$ cat config.mk
export PLATFORM = sky130hd
export DESIGN_NAME = rom_loader_arbiter_flat
export DESIGN_NICKNAME = d
export VERILOG_FILES = /design/src/rtl/rom_loader_arbiter_if.sv /design/src/rtl/rom_loader_arbiter.sv /design/src/flat_wrapper.sv
export SDC_FILE = /design/constraint.sdc
export NUM_CORES = 1
export LEC_CHECK = 0
export BUFFER_PORTS_ARGS = -buffer_cell sky130_fd_sc_hd__buf_2
export CORE_AREA = 2 2 74 128
export CTS_CLUSTER_DIAMETER = 30
export DETAILED_ROUTE_END_ITERATION = 10
export DIE_AREA = 0 0 76 130
export HOLD_SLACK_MARGIN = 0.1
export PLACE_DENSITY = 0.65
export SLEW_MARGIN = 20
export SYNTH_ARGS = -nofsm -noshare
export SYNTH_HDL_FRONTEND = slang
export SYNTH_SLANG_ARGS = --single-unit
export TNS_END_PERCENT = 50
$ cat constraint.sdc
create_clock -name clock_i -period 2.8 [get_ports clock_i]
set_input_delay 0 -clock clock_i [delete_from_list [all_inputs] [get_ports clock_i]]
set_output_delay 0 -clock clock_i [all_outputs]
set_load 0.02 [all_outputs]
$ cat src/rtl/rom_loader_arbiter_if.sv
// Boot-loader byte stream, CPU and video read ports, and the single-port memory bus
// that rom_loader_arbiter drives. The slave modport is the arbiter's own view.
interface rom_loader_arbiter_if;
  logic [7:0]  load_data_i;
  logic        load_valid_i;
  logic        load_ready_o;
  logic        loaded_o;
  logic        cpu_req_i;
  logic [15:0] cpu_address_i;
  logic [7:0]  cpu_data_o;
  logic        cpu_ack_o;
  logic        vid_req_i;
  logic [15:0] vid_address_i;
  logic [7:0]  vid_data_o;
  logic        vid_ack_o;
  logic [15:0] mem_address_o;
  logic        mem_write_enable_o;
  logic [7:0]  mem_data_o;
  logic [7:0]  mem_data_i;

  modport slave (
    input  load_data_i, load_valid_i, cpu_req_i, cpu_address_i,
           vid_req_i, vid_address_i, mem_data_i,
    output load_ready_o, loaded_o, cpu_data_o, cpu_ack_o, vid_data_o, vid_ack_o,
           mem_address_o, mem_write_enable_o, mem_data_o
  );

  modport master (
    output load_data_i, load_valid_i, cpu_req_i, cpu_address_i,
           vid_req_i, vid_address_i, mem_data_i,
    input  load_ready_o, loaded_o, cpu_data_o, cpu_ack_o, vid_data_o, vid_ack_o,
           mem_address_o, mem_write_enable_o, mem_data_o
  );
endinterface

$ cat src/rtl/rom_loader_arbiter.sv
// Boot loader that streams bytes into memory from address 0 up to LOAD_LAST, then
// arbitrates CPU and video reads round-robin over a registered (1-cycle) memory.
module rom_loader_arbiter #(
  parameter logic [15:0] LOAD_LAST = 16'hFFFF,
  parameter logic        SKIP_LOAD = 1'b0
) (
  input logic                 clock_i,
  input logic                 reset_i,
  rom_loader_arbiter_if.slave bus
);

  typedef enum logic [1:0] {
    ST_LOAD    = 2'd0,
    ST_IDLE    = 2'd1,
    ST_ISSUE   = 2'd2,
    ST_CAPTURE = 2'd3
  } state_t;

  localparam state_t RESET_STATE = SKIP_LOAD ? ST_IDLE : ST_LOAD;

  state_t      state_r;
  logic [15:0] load_ptr_r;
  logic        grant_vid_r;
  logic        last_vid_r;
  logic        load_ready_r;
  logic        loaded_r;
  logic [15:0] mem_address_r;
  logic        mem_we_r;
  logic [7:0]  mem_data_r;
  logic [7:0]  cpu_data_r;
  logic        cpu_ack_r;
  logic [7:0]  vid_data_r;
  logic        vid_ack_r;

  logic        cpu_elig_s;
  logic        vid_elig_s;
  logic        pick_vid_s;
  logic        load_accept_s;

  // A port whose ack is showing this cycle is finishing, not asking again.
  assign cpu_elig_s    = bus.cpu_req_i & ~cpu_ack_r;
  assign vid_elig_s    = bus.vid_req_i & ~vid_ack_r;
  assign pick_vid_s    = vid_elig_s & (~cpu_elig_s | ~last_vid_r);
  assign load_accept_s = (state_r == ST_LOAD) & bus.load_valid_i & load_ready_r;

  assign bus.load_ready_o       = load_ready_r;
  assign bus.loaded_o           = loaded_r;
  assign bus.mem_address_o      = mem_address_r;
  assign bus.mem_write_enable_o = mem_we_r;
  assign bus.mem_data_o         = mem_data_r;
  assign bus.cpu_data_o         = cpu_data_r;
  assign bus.cpu_ack_o          = cpu_ack_r;
  assign bus.vid_data_o         = vid_data_r;
  assign bus.vid_ack_o          = vid_ack_r;

  // Load / arbitration state machine with all outputs registered.
  always_ff @(posedge clock_i or posedge reset_i) begin
    if (reset_i) begin
      state_r       <= RESET_STATE;
      load_ptr_r    <= 16'd0;
      grant_vid_r   <= 1'b0;
      last_vid_r    <= 1'b1;
      load_ready_r  <= 1'b0;
      loaded_r      <= SKIP_LOAD;
      mem_address_r <= 16'd0;
      mem_we_r      <= 1'b0;
      mem_data_r    <= 8'd0;
      cpu_data_r    <= 8'd0;
      cpu_ack_r     <= 1'b0;
      vid_data_r    <= 8'd0;
      vid_ack_r     <= 1'b0;
    end else begin
      mem_we_r  <= 1'b0;
      cpu_ack_r <= 1'b0;
      vid_ack_r <= 1'b0;
      case (state_r)
        ST_LOAD: begin
          if (load_accept_s) begin
            mem_address_r <= load_ptr_r;
            mem_data_r    <= bus.load_data_i;
            mem_we_r      <= 1'b1;
            if (load_ptr_r == LOAD_LAST) begin
              // Final byte: stop here so the pointer never wraps.
              state_r      <= ST_IDLE;
              loaded_r     <= 1'b1;
              load_ready_r <= 1'b0;
            end else begin
              load_ptr_r   <= load_ptr_r + 16'd1;
              load_ready_r <= 1'b1;
            end
          end else begin
            load_ready_r <= 1'b1;
          end
        end
        ST_IDLE: begin
          load_ready_r <= 1'b0;
          if (cpu_elig_s | vid_elig_s) begin
            grant_vid_r   <= pick_vid_s;
            last_vid_r    <= pick_vid_s;
            mem_address_r <= pick_vid_s ? bus.vid_address_i : bus.cpu_address_i;
            state_r       <= ST_ISSUE;
          end else begin
            state_r <= ST_IDLE;
          end
        end
        ST_ISSUE: begin
          load_ready_r <= 1'b0;
          state_r      <= ST_CAPTURE;
        end
        ST_CAPTURE: begin
          load_ready_r <= 1'b0;
          if (grant_vid_r) begin
            vid_data_r <= bus.mem_data_i;
            vid_ack_r  <= 1'b1;
          end else begin
            cpu_data_r <= bus.mem_data_i;
            cpu_ack_r  <= 1'b1;
          end
          state_r <= ST_IDLE;
        end
        default: begin
          load_ready_r <= 1'b0;
          state_r      <= RESET_STATE;
        end
      endcase
    end
  end

endmodule

$ cat src/flat_wrapper.sv
// flat-port wrapper written by rule: the top's interface ports become plain ports
module rom_loader_arbiter_flat 
#(
  parameter logic [15:0] LOAD_LAST = 16'hFFFF,
  parameter logic        SKIP_LOAD = 1'b0
)
  (clock_i, reset_i, bus_load_data_i, bus_load_valid_i, bus_cpu_req_i, bus_cpu_address_i, bus_vid_req_i, bus_vid_address_i, bus_mem_data_i, bus_load_ready_o, bus_loaded_o, bus_cpu_data_o, bus_cpu_ack_o, bus_vid_data_o, bus_vid_ack_o, bus_mem_address_o, bus_mem_write_enable_o, bus_mem_data_o);
  rom_loader_arbiter_if bus_i ();
  input logic clock_i;
  input logic reset_i;
  input wire logic [$bits(bus_i.load_data_i)-1:0] bus_load_data_i;
  input wire logic [$bits(bus_i.load_valid_i)-1:0] bus_load_valid_i;
  input wire logic [$bits(bus_i.cpu_req_i)-1:0] bus_cpu_req_i;
  input wire logic [$bits(bus_i.cpu_address_i)-1:0] bus_cpu_address_i;
  input wire logic [$bits(bus_i.vid_req_i)-1:0] bus_vid_req_i;
  input wire logic [$bits(bus_i.vid_address_i)-1:0] bus_vid_address_i;
  input wire logic [$bits(bus_i.mem_data_i)-1:0] bus_mem_data_i;
  output wire logic [$bits(bus_i.load_ready_o)-1:0] bus_load_ready_o;
  output wire logic [$bits(bus_i.loaded_o)-1:0] bus_loaded_o;
  output wire logic [$bits(bus_i.cpu_data_o)-1:0] bus_cpu_data_o;
  output wire logic [$bits(bus_i.cpu_ack_o)-1:0] bus_cpu_ack_o;
  output wire logic [$bits(bus_i.vid_data_o)-1:0] bus_vid_data_o;
  output wire logic [$bits(bus_i.vid_ack_o)-1:0] bus_vid_ack_o;
  output wire logic [$bits(bus_i.mem_address_o)-1:0] bus_mem_address_o;
  output wire logic [$bits(bus_i.mem_write_enable_o)-1:0] bus_mem_write_enable_o;
  output wire logic [$bits(bus_i.mem_data_o)-1:0] bus_mem_data_o;
  assign bus_i.load_data_i = bus_load_data_i;
  assign bus_i.load_valid_i = bus_load_valid_i;
  assign bus_i.cpu_req_i = bus_cpu_req_i;
  assign bus_i.cpu_address_i = bus_cpu_address_i;
  assign bus_i.vid_req_i = bus_vid_req_i;
  assign bus_i.vid_address_i = bus_vid_address_i;
  assign bus_i.mem_data_i = bus_mem_data_i;
  assign bus_load_ready_o = bus_i.load_ready_o;
  assign bus_loaded_o = bus_i.loaded_o;
  assign bus_cpu_data_o = bus_i.cpu_data_o;
  assign bus_cpu_ack_o = bus_i.cpu_ack_o;
  assign bus_vid_data_o = bus_i.vid_data_o;
  assign bus_vid_ack_o = bus_i.vid_ack_o;
  assign bus_mem_address_o = bus_i.mem_address_o;
  assign bus_mem_write_enable_o = bus_i.mem_write_enable_o;
  assign bus_mem_data_o = bus_i.mem_data_o;
  rom_loader_arbiter #(.LOAD_LAST(LOAD_LAST), .SKIP_LOAD(SKIP_LOAD)) u_core (.clock_i(clock_i), .reset_i(reset_i), .bus(bus_i));
endmodule
==> metrics.txt <==
ys async rst share 100%; Finished Layout Cells between 500 and 600; slew at the pin with the worst max-slew slack slightly below 0.8 ns; P&R area growth vs syn 45.2%; Sw Pwr 1.68 mW; synthesis warning total 0; FF-to-FF path depth 6; worst path arrival time approximately 2.6 ns; Post-CTS Setup Bufs 0; CTS Buf Count 9; RR Startpoint u_core.state_r[1]; CP endpoint kind register; Min-Delay Path Class in -> reg; DRC Markers 0; vias in the first global route ~2700; worst reg2reg setup slack around 0.4 ns; CP Launch Type register; H-tree depth 3; CP Data Required Time about 3 ns; clock skew about 0.0032 ns; share of the synthesized area in the top cell type about 53%; Die H between 100 and 150 um; # setup viols final 0; clock period minus worst slack around 2.4 ns; I/O pin total 98; Cells after Synth about 280; routability cong. roughly 0.80; largest net degree at the start of global routing 33; fillers between 800 and 900; initial core utilization roughly a third; Primary FF master, synth dfrtp_1; Synth area leaders dfrtp_1, mux2_2, o2bb2ai_1; grt ovf 0; post-synth top area cell dfrtp_1; port buffer count 97; maximum resistive drop on vdd 0.451 mV; CP Max Fanout 19; Hold Crit Depth 4; post-route ant nets 0; XOR/XNOR Fraction of Synth Area under 10%; Setup CP Type reg -> reg; pwr dens approximately 1000 mW/mm2; antenna violations before repair 0; Logic pwr share between 40% and 50%; final worst-path cycle share between 80% and 90%; Hold Buf Count CTS 45; mux contribution to synthesized area 7.39%; DRT iter0 DRCs roughly 140; DRT Pass-1 Iters 4; Yosys reg bits 65; Mapped Avg Cell Area approximately 11 um2; TritonCTS clock tree yes; Static Leak roughly 2.2 nW; Synth Area in Adders 2.49%; post_cts resized 0; Die Wd 76 um; achievable frequency between 400 and 500 MHz; Post-Syn Area roughly 0.003 mm2; Max-slew headroom roughly 48%; Simple-Gate Fraction of Synth Area about 17%; Commonest cells post-synth dfrtp_1, nand2_1, o2bb2ai_1; EDFF count, synth 0; clock buffer depth 2; RSZ-0062 raised after global routing false; first-pass GRT wire length roughly 13000 um; Clock power frac between 20% and 30%; share of layout cells above drive strength 1 32.7%; clock slew at reported path FFs around 0.05 ns; maxcap violations 0; Power Internal 2.70 mW; via/cell ratio ~4.8; CTS root buf clkbuf_16; HP Start bus_vid_address_i[6]; Final Slew Violations 0; Switching Share about two fifths; Reg power frac 34.3%; register area share after synthesis between 50% and 60%; vias between 2000 and 3000; most frequent cell after synthesis dfrtp_1; largest family of logic cells by synthesized area simple AND/OR/NAND/NOR gates; Total Wirelength 7960 um; Total Routing Usage GR between 10% and 20%; Min-Delay Endpoint u_core.bus.mem_address_o[6]; compound-gate portion of the synthesized area a little over an eighth; post-detail-place hpwl about 5600 um; Synthesized Nets approximately 330; Clock Latency Late Sink around 0.33 ns; clk sinks 65; diode count 0; FP Rows 46; final net count between 400 and 500; drt wl/cell about 15 um; reg2reg end u_core.bus.mem_address_o[2]; DIE AREA a little under 0.01 mm2; final hold vios 0; Post-Place Cells just under 500; setup TNS 0 ns; status completed; CORE AREA about 0.0089 mm2; post-synth cell types 41
-- metal layers --
metal / vias up / part of all wire [%] / global-route usage, %
li1: 1297 / - / -
met1: 1268 / 41 / 18.8
met2: 72 / 52 / 29.6
met3: 15 / 5.0 / 4.29
met4: 0 / 2.0 / 8.34
met5: - / 0 / 0
-- how the worst max path moves through the flow --
stage / cells after the start / slack (ns) / start / endpoint
finish: 6 / 0.40 / u_core.state_r[1] / u_core.bus.mem_address_o[2]
global route: 6 / 0.25 / u_core.state_r[1] / u_core.bus.mem_address_o[13]
CTS: 6 / 0.41 / u_core.state_r[1] / u_core.bus.mem_address_o[9]
detailed placement: 6 / 0.67 / u_core.state_r[1] / u_core.load_ptr_r[15]
global placement: 6 / 0.77 / u_core.state_r[0] / u_core.load_ptr_r[15]
floorplan: 6 / 0.93 / u_core.state_r[0] / u_core.load_ptr_r[15]
-- cell usage in the layout (no fill, tap or decap), drive strengths merged --
cell type	synthesis	routed
nor2	2	2
o21ai	18	18
dfstp	1	1
xnor2	1	1
clkbuf	11	12
ha	6	6
and3b	1	1
and4	1	1
nor3	8	8
clkinv	1	3
xor2	11	11
nand3	7	7
o21a	1	1
and3	16	16
nor2b	2	2
clkinvlp	0	1
a32oi	1	1
mux2	18	18
a31oi	1	1
a211oi	16	16
nand3b	1	1
or2	2	2
dlygate4sd3	0	45
or3b	1	1
o21bai	1	1
nor4	5	5
nand2b	5	5
mux2i	2	2
nand2	36	36
nand4	5	5
dfrtp	64	64
or3	1	1
buf	1	105
and2	1	1
inv	7	7
a21oi	2	2
o2bb2ai	18	18
-- state kept, by name, summed over array words and instances (netlist names), 2 cells and up --
name                      cells
u_core.bus.cpu_data_o         8
u_core.load_ptr_r            16
u_core.state_r                2
u_core.bus.mem_address_o     16
u_core.bus.mem_data_o         8
u_core.bus.vid_data_o         8
-- worst max-delay path: stages (launching register included) --
cell	delay, ns
dfrtp_1	0.41
inv_1	0.13
ha_1	0.26
clkinv_1	0.47
a211oi_1	0.35
dlygate4sd3_1	0.60
o2bb2ai_1	0.07
-- power by group through the flow --
| stage | Combinational [mW] | Sequential, mW | Clock [mW] |
|---|---|---|---|
| after floorplan | 0.823 | 1.83 | 0 |
| after global placement | 1.71 | 1.50 | 0 |
| after detailed placement | 1.76 | 1.51 | 0 |
| after CTS | 1.91 | 1.50 | 1.01 |
| after global routing | 2.07 | 1.54 | 1.06 |
| final | 1.89 | 1.50 | 0.986 |
-- cell type report --
type                    count  area [um2]  area share, %
flip-flops and latches     65        1630           37.2
multi-input cells         190        1310           29.9
repair buffers            150         996           22.7
clock buffers              12         246           5.63
well taps                 120         150           3.43
inverters                   8        30.0          0.686
clock inverters             3        17.5          0.400
-- per-stage QoR --
step                power, mW  utilization [%]  instance area (um2)  hold WS, ns  worst slack (ns)
floorplan                2.66                -                 3010        0.105             0.931
global placement         3.21             41.1                 3660      -0.0302             0.771
detailed placement       3.27             41.1                 3660      -0.0278             0.668
CTS                      4.42             49.1                 4380        0.101             0.405
global route             4.67             49.1                 4380        0.120             0.251
finish                   4.38             49.1                 4380        0.105             0.396
-- kinds of logic (layout without fill, tap and decap cells) --
logic type / after synthesis / count (layout)
multiplexers: 20 / 20
flip-flops: 65 / 65
buffers and inverters: 20 / 173
adder cells (fa/ha/maj): 6 / 6
AND/OR/NAND/NOR: 94 / 94
XOR/XNOR: 12 / 12
AO/OA/AOI/OAI: 58 / 58
Power figures use the tool's default switching activity.
